### config.mk
export PLATFORM = sky130hd
export DESIGN_NAME = calc_scheduler
export DESIGN_NICKNAME = d
export VERILOG_FILES = /design/src/rtl/calc_scheduler.sv
export SDC_FILE = /design/constraint.sdc
export NUM_CORES = 1
export LEC_CHECK = 0
export CORE_AREA = 8 8 100 102
export CTS_CLUSTER_SIZE = 12
export DETAILED_ROUTE_END_ITERATION = 12
export DIE_AREA = 0 0 108 110
export PLACE_DENSITY = 0.88
export SYNTH_ARGS = -nofsm -noshare
export SYNTH_HDL_FRONTEND = slang
export SYNTH_SLANG_ARGS = --single-unit
### constraint.sdc
create_clock -name clk -period 24.3 [get_ports clk]
set_input_delay 2.43 -clock clk [delete_from_list [all_inputs] [get_ports clk]]
set_output_delay 2.43 -clock clk [all_outputs]
set_load 0.03 [all_outputs]
### src/rtl/calc_scheduler.sv
// rtl/calc_scheduler.sv - two-requester round-robin arithmetic scheduler (IDLE/EXEC/RESP)
// Optional divide-by-zero flag output rsp_divz is enabled by defining CALC_DIVZ_FLAG_EN.
module calc_scheduler (
  input  logic              clk,
  input  logic              rst,
  input  logic              r0_valid,
  output logic              r0_ready,
  input  logic signed [4:0] r0_a,
  input  logic signed [4:0] r0_b,
  input  logic [1:0]        r0_op,
  input  logic              r1_valid,
  output logic              r1_ready,
  input  logic signed [4:0] r1_a,
  input  logic signed [4:0] r1_b,
  input  logic [1:0]        r1_op,
  output logic              rsp_valid,
  input  logic              rsp_ready,
  output logic              rsp_id,
  output logic signed [8:0] rsp_result,
  output logic              busy,
  output logic [7:0]        op_count
`ifdef CALC_DIVZ_FLAG_EN
  ,
  output logic              rsp_divz
`endif
);

  typedef enum logic [1:0] {
    IDLE = 2'd0,
    EXEC = 2'd1,
    RESP = 2'd2
  } state_t;

  state_t state, state_next;

  logic              rr;
  logic              grant;
  logic              accept;
  logic              id_q;
  logic signed [4:0] a_q;
  logic signed [4:0] b_q;
  logic [1:0]        op_q;
  logic signed [8:0] a9;
  logic signed [8:0] b9;
  logic signed [8:0] alu;

  // Single requester wins outright; rr only breaks ties.
  always_comb begin
    grant = rr;
    if (r0_valid && !r1_valid) grant = 1'b0;
    else if (r1_valid && !r0_valid) grant = 1'b1;
  end

  assign r0_ready = (state == IDLE) && r0_valid && !grant;
  assign r1_ready = (state == IDLE) && r1_valid && grant;
  assign accept   = r0_ready || r1_ready;
  assign busy     = (state != IDLE);

  always_ff @(posedge clk) begin
    if (rst) state <= IDLE;
    else     state <= state_next;
  end

  always_comb begin
    state_next = state;
    case (state)
      IDLE:    if (accept) state_next = EXEC;
      EXEC:    state_next = RESP;
      RESP:    if (rsp_ready) state_next = IDLE;
      default: state_next = IDLE;
    endcase
  end

  assign a9 = {{4{a_q[4]}}, a_q};
  assign b9 = {{4{b_q[4]}}, b_q};

  // Only -16*-16 reaches 256, which lands on the 9-bit pattern 0x100.
  always_comb begin
    alu = '0;
    case (op_q)
      2'b00: alu = a9 + b9;
      2'b01: alu = a9 - b9;
      2'b10: alu = a9 * b9;
      2'b11: alu = (b_q == 5'sd0) ? 9'sd0 : a9 / b9;
      default: alu = '0;
    endcase
  end

  always_ff @(posedge clk) begin
    if (rst) begin
      rr         <= 1'b0;
      id_q       <= 1'b0;
      a_q        <= '0;
      b_q        <= '0;
      op_q       <= '0;
      rsp_valid  <= 1'b0;
      rsp_result <= '0;
      rsp_id     <= 1'b0;
      op_count   <= '0;
`ifdef CALC_DIVZ_FLAG_EN
      rsp_divz   <= 1'b0;
`endif
    end else begin
      if (accept) begin
        id_q <= grant;
        a_q  <= grant ? r1_a  : r0_a;
        b_q  <= grant ? r1_b  : r0_b;
        op_q <= grant ? r1_op : r0_op;
      end
      if (state == EXEC) begin
        rsp_result <= alu;
        rsp_id     <= id_q;
        rsp_valid  <= 1'b1;
`ifdef CALC_DIVZ_FLAG_EN
        rsp_divz   <= (op_q == 2'b11) && (b_q == 5'sd0);
`endif
      end
      if (state == RESP && rsp_ready) begin
        rsp_valid <= 1'b0;
        rr        <= ~rsp_id;
        op_count  <= op_count + 8'd1;
      end
    end
  end

endmodule
**Word level (Yosys, flattened, before mapping)**

Index checks and enable logic that the tools add are counted.

- Logic and storage cells: 50
- Register bits after elaboration: 35
- Input bits: 29
- Output and inout bits: 22

- Add/subtract/negate cells: 3
- Div/mod/pow operators: 1
- Multiplexer cells: 10
- Reduce and logical (&&, ||, !) cells: 17
- Bitwise operators: 1
- Multiply operators: 1
- Equality and inequality tests: 7

Operator list:

| cell | count |
|---|---|
| 9-bit case mux with 4 select lines | 1 |
| 5-bit two-way mux | 2 |
| 9-bit by 9-bit divider with 9-bit output | 1 |
| 5-bit by 5-bit multiplier with 9-bit output | 1 |
| 9-bit two-way mux | 1 |
| 8-bit by 1-bit adder with 8-bit output (second input constant) | 1 |
| 1-bit logical AND | 7 |
| 5-bit by 5-bit adder with 6-bit output | 1 |
| 2-bit == test (second input constant) | 3 |
| 2-bit two-way mux | 3 |
| 2-bit case mux with 3 select lines | 1 |
| 5-bit by 5-bit subtractor with 6-bit output | 1 |
| 5-bit logical NOT | 1 |
| 2-bit by 1-bit == test with 1-bit output (second input constant) | 2 |
| 2-bit logical NOT | 2 |
| 2-bit inequality test (second input constant) | 2 |
| 1-bit logical NOT | 3 |
| 1-bit two-way mux | 2 |
| 2-bit AND reduction | 1 |
| 2-bit nonzero test | 1 |
| 2-bit OR reduction | 1 |
| 1-bit logical OR | 1 |
| 1-bit NOT | 1 |

**Logic depth before layout (Yosys ltp)**

Gate-level depths: netlist (run 1).

- Word-level depth: 9
- Depth in mapped cells: 64
- Gate-level depth less buffers: 58

**Least setup slack after synthesis (run 1)**

Ideal clock, no wire load.

- Kind: register to register
- Start: register b_q[0]
- End: register rsp_result[8]
- Library setup time: 0.074 ns
- Setup slack: 12.067 ns
- Arrival: 12.159 ns
- Period minus slack after synthesis: 12.233 ns
- Cell stages (with the launch flop): 52
- Path buffers: 4
- Data required time: 24.226 ns
- Cell sequence: dfxtp_1 > inv_1 > ha_1 > nor2_1 > xnor2_1 > ha_1 > o211a_1 > or3_4 > and4_1 > or2_2 > ha_1 > a21o_1 > o21a_1 > o21a_1 > buf_6 > o31a_1 > ha_1 > or3_1 > (+16 left out) > mux2_2 > ha_1 > nand4_1 > a211oi_1 > o31ai_1 > nand2_1 > inv_2 > and2_1 > a221o_1 > ha_1 > a2111oi_0 > a22oi_1 > a41oi_1 > ha_1 > nor4b_1 > a41o_1 > a32oi_1 > o21ai_0

- Cells in the longest elaborated chain, start to end: 3
- Elaborated cells between the ends (all ways): 7
- Classes of those cells: add/sub: 2; mul: 1; div: 1; mux: 2; reduce/logical: 1

Ends and longest elaborated chain:

| item | line | source |
|---|---|---|
| start, declared | 41 | `logic signed [4:0] b_q;` |
| start signal, assigned | 107 | `b_q <= grant ? r1_b : r0_b;` |
| 9-bit by 9-bit divider with 9-bit output / 5-bit logical NOT (equally long branches) | 84 | `2'b11: alu = (b_q == 5'sd0) ? 9'sd0 : a9 / b9;` |
| 9-bit two-way mux | 84 |  |
| 9-bit case mux with 4 select lines (*) | 80 | `case (op_q)` |
| end signal, assigned | 111 | `rsp_result <= alu;` |
| end, declared | 19 | `output logic signed [8:0] rsp_result,` |

Every way passes the cells marked *; elsewhere a longest branch is shown, timed or not.
A chain may end at the register's enable or synchronous reset.

**Final worst setup path (run 1)**

Same ends and word-level chain as after synthesis.

==> results of run 1 <==
==> Yosys cell counts (17+ instances only) <==
cell type | n | area share
a211oi_1 | 20 | 0.029
a21oi_1 | 31 | 0.030
dfxtp_1 | 35 | 0.13
fa_1 | 17 | 0.065
ha_1 | 73 | 0.17
inv_1 | 53 | 0.038
mux2i_1 | 21 | 0.040
nand2_1 | 31 | 0.022
nor2_1 | 84 | 0.060
nor3_1 | 28 | 0.027
o21ai_0 | 28 | 0.027
xnor2_1 | 25 | 0.042
==> critical path: cells and delay by family, from the launching register on <==
kind                       cells  cell delay, ns
AOI/OAI and AO/OA             22            5.08
xor gates and xnor gates       1            0.30
adders and majority gates      9            2.87
buffers and inverters          4            1.09
DFF                            1            0.63
muxes                          3            1.14
and+or+nand+nor               10            2.38
==> routing by layer <==
metal / vias to the layer above / global-route usage
li1: 2506 / -
met1: 2427 / 0.283
met2: 220 / 0.408
met3: 52 / 0.0430
met4: 0 / 0.102
met5: - / 0
==> per-stage QoR <==
step	instance area, um2	cells	hold WS, ns	utilization
final	5970	825	0.462	0.705
after global routing	5970	825	0.489	0.705
after CTS	5970	825	0.459	0.705
after detailed placement	5850	817	0.457	0.692
after global placement	5850	817	0.449	0.692
after floorplan	5270	676	0.432	-
==> cell families after synthesis <==
group | share of synthesized area
adder cells (fa/ha/maj) | 0.242
buffers and inverters | 0.0591
AO/OA/AOI/OAI | 0.217
flip-flops | 0.134
multiplexers | 0.0646
XOR/XNOR | 0.0629
other | 0.00144
AND/OR/NAND/NOR | 0.219
==> cell usage in the layout, fill, tap and decap left out, drive strengths merged, types with 8 or more instances in the layout <==
cell | synthesis | final
nor2 | 85 | 85
ha | 73 | 73
inv | 54 | 54
clkdlybuf4s50 | 0 | 50
dfxtp | 35 | 35
nand2 | 31 | 31
a21oi | 31 | 31
o21ai | 29 | 29
nor3 | 28 | 28
xnor2 | 25 | 25
mux2i | 21 | 21
a211oi | 20 | 20
fa | 17 | 17
conb | 2 | 14
o21a | 13 | 13
nand3 | 11 | 11
nand2b | 11 | 11
mux2 | 11 | 11
xor2 | 10 | 10
or3 | 9 | 9
and2 | 8 | 8
nand4 | 8 | 8
==> worst max path at each step <==
stage,start,end,slack (ns),cells after the start
floorplan,b_q[0],rsp_result[8],12.07,51
CTS,b_q[0],rsp_result[8],10.88,49
global placement,b_q[0],rsp_result[8],11.68,49
finish,b_q[0],rsp_result[8],10.70,49
global route,b_q[0],rsp_result[8],9.82,49
detailed placement,b_q[0],rsp_result[8],10.92,49
==> sequential cells by signal, indices dropped and copies added (netlist names), 2 cells and up <==
register,count
rsp_result,9
op_count,8
a_q,5
b_q,5
op_q,2
state,2
==> area by class of cell <==
cell class / instances / area (um2) / share of cell area
Timing Repair Buffer: 57 / 553 / 0.0927
Inverter: 54 / 203 / 0.0340
Tap cell: 108 / 135 / 0.0226
Sequential cell: 35 / 701 / 0.117
Multi-Input combinational cell: 563 / 4260 / 0.714
Clock inverter: 3 / 43.8 / 0.00734
Clock buffer: 5 / 68.8 / 0.0115
==> impl_metrics.py, run 1 <==
metrics = {
    "setup_path": {
        "r2r-end": "rsp_result[8]",
        "slowest_delay_ns": 0.63,
        "critPathCaptureType": "flop",
        "r2r_slack_ns": 10.70,
        "cpMostUsedCell": "ha_1",
        "r2r_cells": 49,
        "cp_max_fo": 18,
        "timing.rr.start": "b_q[0]",
        "cp.required_ns": 24.51,
        "timing_worst_setup_path_type": "reg -> reg",
        "cp-start-kind": "flop",
        "crit_arrival_ns": 13.81,
        "cp_slowest_cell": "dfxtp_1",
    },
    "die": {
        "initial_utilization": 0.617,
        "core_area_um2": 8470,
        "die_width_um": 108,
        "io_pins": 51,
        "die_y_um": 110,
        "die-area_um2": 11900,
        "rows": 34,
    },
    "clock_tree": {
        "cts_tree": "yes",
        "postCtsHoldBufs": 0,
        "numCtsBuffers": 5,
        "cts.sinks": 35,
        "cts-htree-levels": 2,
        "cts-root-buf": "clkbuf_8",
        "clk_pin_slew_ns": 0.08,
        "max-clock-path-buffers": 2,
        "worstSkewPairLatency_ns": 0.29,
        "cts_setup_buffers": 0,
        "cts_resized": 0,
    },
    "layout": {
        "drive_gt1_frac": 0.0544,
        "n_antenna_cell": 0,
        "nNetsFinal": 835,
        "syn_to_final_growth_pct": 14.1,
        "nFillCells": 669,
    },
    "global_route": {
        "grt_overflow": 0,
        "grt_pass1_vias": 5162,
        "grt_pass1_wl_mm": 23.4,
        "grt_max_degree": 38,
        "grtUsageTotal": 0.237,
        "antenna_found_initial": 0,
    },
    "timing": {
        "relSlewSlack": 0.343,
        "hold_viol_final": 0,
        "setup-violations-final": 0,
        "fmax_ghz": 0.0735,
        "skew_ns": 0.0101,
        "grt_setup_unrepaired": "no",
        "worst_slack_ns": 10.70,
        "fin_tns_setup_ns": 0,
        "period_needed_ns": 13.60,
        "slew_violations": 0,
        "tightest_slew_ns": 0.978,
        "period_share": 0.560,
    },
    "routing": {
        "wl_mm": 13.9,
        "route.antenna.remaining_nets": 0,
        "post_drt_wl_per_cell_um": 16.9,
        "viasPerCell": 6.31,
        "wl_met1_mm": 5.79,
        "drtIter0Drc": 357,
        "wl_met3_um": 921,
        "maxUsedRoutingLayer": "met4",
        "drc_errors": 0,
        "vias": 5205,
        "wl_met2_mm": 6.69,
        "dr.pass1.iters": 6,
    },
    "logic_synthesis": {
        "syn_inst": 664,
        "synth_edf_count": 0,
        "avgSynthCellArea_um2": 7.87,
        "yosysWarningCount": 0,
        "netlist_area_um2": 5230,
        "synth_flop_cell": "dfxtp_1",
        "synth_seq_cells": 35,
        "synthArstFlopShare": 0,
        "ys_types": 80,
        "synth_seq_area_share": 0.134,
    },
    "place": {
        "io_buffers": 50,
        "place_ws_ns": 10.92,
        "globalplace.congestion": 0.966,
        "dp_hpwl_mm": 11.1,
    },
    "outcome": {
        "status": "complete, no violations",
    },
    "min_path": {
        "whs_path_depth": 2,
        "hold_path.class": "reg -> reg",
        "min_to": "rsp_id",
        "hp-start": "id_q",
    },
    "job": {
        "maxCapViolations": 0,
    },
}
Power of run 1 is left out: the tool's default activity adds up to more than one toggle a clock period on the data nets, which glitch-free logic cannot reach.
==> run 2, diff against run 1 <==
CORE_AREA = 8 8 108 110   (was 8 8 100 102)
DIE_AREA = 0 0 116 118   (was 0 0 108 110)
PLACE_DENSITY = 0.8   (was 0.88)
clock period = 11.66 ns   (was 24.3 ns; I/O delays follow)
==> run 2 against run 1 <==
Sequential share of layout area is 0.70 points lower. First-iteration DRC count shrank 4.5%. Die area rose by 15%. Fmax up 21%. Design area grew 6.5%. Setup slack got worse by 10 ns. Sequential cell count is the same. Critical path type unchanged. Via count up 0.44%. Clock-buffer cell count increased by 1. Largest cell class unchanged. Hold slack improved by 0.0087 ns.
==> impl_metrics.py, run 2 (same netlist as run 1, synthesis figures left out) <==
metrics = {
    "outcome": {
        "status": "complete, no violations",
    },
    "routing": {
        "dr.pass1.iters": 5,
        "vias": 5228,
        "drc_errors": 0,
        "drtIter0Drc": 341,
        "wl_mm": 14.7,
        "viasPerCell": 5.98,
        "post_drt_wl_per_cell_um": 16.9,
        "route.antenna.remaining_nets": 0,
    },
    "global_route": {
        "grt_overflow": 0,
        "grt_pass1_wl_mm": 23.8,
        "antenna_found_initial": 0,
        "grtUsageTotal": 0.210,
        "grt_pass1_vias": 5224,
        "grt_max_degree": 38,
    },
    "clock_tree": {
        "numCtsBuffers": 5,
        "cts-htree-levels": 2,
        "cts_tree": "yes",
        "worstSkewPairLatency_ns": 0.30,
        "cts-root-buf": "clkbuf_8",
        "cts.sinks": 35,
        "clk_pin_slew_ns": 0.07,
        "max-clock-path-buffers": 2,
        "postCtsHoldBufs": 0,
    },
    "timing": {
        "slew_violations": 0,
        "tightest_slew_ns": 1.12,
        "setup-violations-final": 0,
        "period_needed_ns": 11.21,
        "hold_viol_final": 0,
        "fin_tns_setup_ns": 0,
        "relSlewSlack": 0.250,
        "period_share": 0.961,
        "fmax_ghz": 0.0892,
        "finalHoldWorstSlack_ns": 0.470,
        "skew_ns": 0.00318,
    },
    "place": {
        "dp_hpwl_mm": 11.6,
        "postPlaceCellArea_um2": 5990,
        "io_buffers": 50,
        "globalplace.congestion": 0.951,
    },
    "setup_path": {
        "cpMostUsedCell": "ha_1",
        "timing_worst_setup_path_type": "reg -> reg",
        "endpoint": "rsp_result[5]",
        "cp.required_ns": 11.90,
        "r2r_slack_ns": 0.45,
        "cp_slowest_cell": "or4_1",
        "timing.rr.start": "b_q[1]",
        "r2r-end": "rsp_result[5]",
        "crit_arrival_ns": 11.44,
        "critPathCaptureType": "flop",
        "slowest_delay_ns": 0.51,
        "crit_path_start": "b_q[1]",
        "r2r_cells": 47,
        "cp_max_fo": 9,
        "cp-start-kind": "flop",
    },
    "die": {
        "initial_utilization": 0.523,
        "core_area_um2": 10000,
        "die-area_um2": 13700,
        "die_width_um": 116,
        "rows": 37,
        "io_pins": 51,
        "die_y_um": 118,
    },
    "layout": {
        "mostFrequentLayoutCells": "nor2_1 (83), ha_1 (65), inv_1 (53)",
        "n_antenna_cell": 0,
        "final_common_cell": "nor2_1",
        "drive_gt1_frac": 0.118,
        "nFillCells": 880,
        "largest_reg_flops": 9,
        "regMostFlops": "rsp_result",
        "syn_to_final_growth_pct": 21.6,
        "nNetsFinal": 856,
        "reg_top3": "rsp_result: 9 flops, op_count: 8 flops",
        "fin_area_um2": 6360,
    },
    "min_path": {
        "hold_path.class": "reg -> reg",
    },
    "job": {
        "maxCapViolations": 0,
    },
}
[run 2: changes by cell type in the layout (fill, tap and decap cells not counted), sizes merged]
cell      before  now
clkinv         2    1
bufinv         1    0
buf            7   28
clkbuf         5    6
clkinvlp       0    1
[run 2: stage by stage]
step	setup slack, ns	std cells	utilization
6_report	0.454	874	0.636
5_1_grt	-0.0571	874	0.636
4_1_cts	0.0907	866	0.613
3_5_place_dp	-0.357	856	0.599
3_3_place_gp	0.233	856	0.599
2_1_floorplan	0.0352	676	-
[run 2: worst min-delay path by stage]
stage | from | to | slack [ns] | cells after the start
floorplan | id_q | rsp_id | 0.43 | 2
global placement | id_q | rsp_id | 0.45 | 2
detailed placement | id_q | rsp_id | 0.46 | 2
CTS | id_q | rsp_id | 0.47 | 2
global route | id_q | rsp_id | 0.49 | 2
finish | id_q | rsp_id | 0.47 | 2
[run 2: final cells by class]
cell class / instances / area (um2) / share of cell area
Clock buffer: 6 / 72.6 / 0.0114
Sequential cell: 35 / 702 / 0.110
Clock inverter: 2 / 12.5 / 0.00197
Timing Repair Buffer: 78 / 718 / 0.113
Tap cell: 136 / 170 / 0.0268
Inverter: 54 / 205 / 0.0323
Multi-Input combinational cell: 563 / 4480 / 0.704
[run 2: per-layer routing]
layer / global-route usage / wire, um / vias to the layer above
met1: 0.245 / 6320 / 2457
met2: 0.358 / 6950 / 180
met4: 0.0916 / 589 / 0
li1: - / - / 2545
met3: 0.0436 / 879 / 46
met5: 0 / 0 / -
[run 2: repair_timing]
item | 4_1_cts | 5_1_grt
buffers inserted | 2 | 8
resized for setup | 9 | 31
pin swaps | 1 | 8
endpoints found under the setup margin | 9 | 9
[run 2: worst max-delay path: cells and delay by family (launching register included)]
kind	cells	cell delay (ns)
xor gates and xnor gates	1	0.10
and+or+nand+nor	13	2.95
buffers and inverters	5	0.62
adders and majority gates	8	2.08
AOI/OAI and AO/OA	17	3.98
DFF	1	0.34
muxes	3	1.06
Power of run 2 is left out for the same reason.
==> run 3, diff against run 2 <==
ABC_AREA = 1   (was unset)
PLACE_DENSITY = 0.79   (was 0.8)
==> run 3 against run 2 <==
Setup slack improved by 0.48 ns. Core utilization decreased by 0.86 points. Clock skew increased by 0.0050 ns. Die area unchanged. Hold slack improved by 0.0031 ns. Synthesized area decreased by 0.29%. Synthesized cell count increased by 18%. Critical endpoint is now rsp_result[4]. Largest cell class unchanged.
==> impl_metrics.py, run 3 <==
metrics = {
    "setup_path": {
        "r2r_slack_ns": 0.94,
        "crit_arrival_ns": 10.92,
        "timing_worst_setup_path_type": "reg -> reg",
        "critPathCaptureType": "flop",
        "timing.rr.start": "b_q[0]",
        "path_depth": 80,
        "cp.required_ns": 11.85,
        "slowest_delay_ns": 0.39,
        "cp_slowest_cell": "nor4_4",
        "cp-start-kind": "flop",
        "r2r_cells": 80,
        "crit_family": "simple AND/OR/NAND/NOR gates",
        "worst-path-buf-inv": 14,
        "cp_max_fo": 14,
        "cpMostUsedCell": "nand2_1",
        "crit_path_start": "b_q[0]",
    },
    "logic_synthesis": {
        "synth_edf_count": 0,
        "synthArstFlopShare": 0,
        "synth_flop_cell": "dfxtp_1",
        "avgSynthCellArea_um2": 6.66,
        "syn_inst": 783,
        "synth_seq_cells": 35,
        "yosysMostFrequentCell": "nand2_1",
        "yosysTopAreaCellShare": 0.175,
        "yosysWarningCount": 0,
        "netlist_area_um2": 5210,
        "synth_area_leaders": "ha_1 (18%), dfxtp_1 (13%), nand2_1 (11%), inv_1 (9.9%), fa_1 (6.5%)",
        "ys_types": 51,
        "yosysTopAreaCell": "ha_1",
        "synth_commonest_cells": "nand2_1 (147), inv_1 (137), ha_1 (73)",
        "synth_seq_area_share": 0.134,
    },
    "place": {
        "globalplace.congestion": 0.921,
        "io_buffers": 50,
        "dp_hpwl_mm": 10.6,
    },
    "layout": {
        "n_antenna_cell": 0,
        "nFillCells": 938,
        "reg_top3": "rsp_result: 9 flops, op_count: 8 flops",
        "multi_input_area_um2": 4060,
        "syn_to_final_growth_pct": 20.3,
        "nNetsFinal": 980,
        "regArea_um2": 702,
        "regMostFlops": "rsp_result",
        "largest_reg_flops": 9,
        "drive_gt1_frac": 0.126,
        "final_common_cell": "nand2_1",
        "mostFrequentLayoutCells": "nand2_1 (144), inv_1 (135), ha_1 (68)",
    },
    "clock_tree": {
        "cts-htree-levels": 2,
        "cts-root-buf": "clkbuf_8",
        "cts.sinks": 35,
        "clk_pin_slew_ns": 0.08,
        "numCtsBuffers": 5,
        "cts_tree": "yes",
        "worstSkewPairLatency_ns": 0.29,
        "max-clock-path-buffers": 2,
    },
    "timing": {
        "relSlewSlack": 0.453,
        "finalHoldWorstSlack_ns": 0.474,
        "skew_ns": 0.00822,
        "period_needed_ns": 10.72,
        "period_share": 0.920,
        "fmax_ghz": 0.0933,
        "slew_violations": 0,
        "setup-violations-final": 0,
        "hold_viol_final": 0,
        "tightest_slew_ns": 0.818,
    },
    "routing": {
        "wl_met3_um": 457,
        "drtIter0Drc": 362,
        "viasPerCell": 5.18,
        "maxUsedRoutingLayer": "met4",
        "drc_errors": 0,
        "wl_mm": 13.3,
        "wl_met1_mm": 6.00,
        "vias": 5165,
        "post_drt_wl_per_cell_um": 13.3,
        "wl_met2_mm": 6.46,
        "route.antenna.remaining_nets": 0,
        "dr.pass1.iters": 5,
    },
    "global_route": {
        "grtUsageTotal": 0.194,
        "grt_overflow": 0,
        "grt_pass1_wl_mm": 22.2,
        "antenna_found_initial": 0,
        "grt_pass1_vias": 4911,
        "grt_max_degree": 22,
    },
    "outcome": {
        "status": "complete, no violations",
    },
    "die": {
        "core_area_um2": 10000,
        "die_width_um": 116,
        "die-area_um2": 13700,
        "rows": 37,
        "initial_utilization": 0.521,
        "io_pins": 51,
        "die_y_um": 118,
    },
    "min_path": {
        "hp-start": "op_count[5]",
        "whs_path_depth": 1,
        "hold_path.class": "reg -> reg",
    },
    "job": {
        "maxCapViolations": 0,
    },
}
run 3: area by class of cell:
type	count	area share
inverter	146	0.0882
sequential	35	0.112
tap	136	0.0271
clock inverter	3	0.00698
multi-input combinational	600	0.647
clock buffer	5	0.0110
timing repair buffer	73	0.107
run 3: final timing paths:
| path | to |
|---|---|
| worst min register to register | op_count[6] |
| worst min-delay path | op_count[6] |
| worst max-delay path | rsp_result[4] |
| worst max register to register | rsp_result[4] |
run 3: repair_timing:
item / 4_1_cts / 5_1_grt
setup buffers: 0 / 14
setup endpoints to repair: 0 / 9
hold buffers: 0 / 0
gates resized for setup: 0 / 32
run 3: through the flow:
step / util / instances / cell area [um2] / setup TNS [ns] / worst slack, ns
after floorplan: - / 795 / 5260 / 0 / 1.24
after global placement: 0.591 / 975 / 5910 / 0 / 0.654
after detailed placement: 0.591 / 975 / 5910 / 0 / 0.428
after CTS: 0.602 / 983 / 6020 / 0 / 0.384
after global routing: 0.627 / 998 / 6270 / -0.0942 / -0.0942
final: 0.627 / 998 / 6270 / 0 / 0.938
run 3: cell families after synthesis:
kind of cell | Yosys count | share of synthesized area
xor gates and xnor gates | 22 | 0.0370
muxes | 13 | 0.0252
other | 2 | 0.00144
and+or+nand+nor | 327 | 0.289
buffers and inverters | 161 | 0.123
adders and majority gates | 90 | 0.241
DFF | 35 | 0.134
AOI/OAI and AO/OA | 133 | 0.149
run 3: worst register-to-register path, delay by kind of cell, from the launching register on:
family                   cells  cell delay (ns)
adder cells (fa/ha/maj)     10             2.71
AO/OA/AOI/OAI               15             1.98
buffers and inverters       14             1.22
flip-flops                   1             0.37
AND/OR/NAND/NOR             41             4.38
run 3: routing by layer:
metal  GRT usage  vias up
met4      0.0462        0
met1       0.245     2335
met2       0.334      107
li1            -     2695
met3      0.0257       28
met5           0        -
Power of run 3 is left out for the same reason.
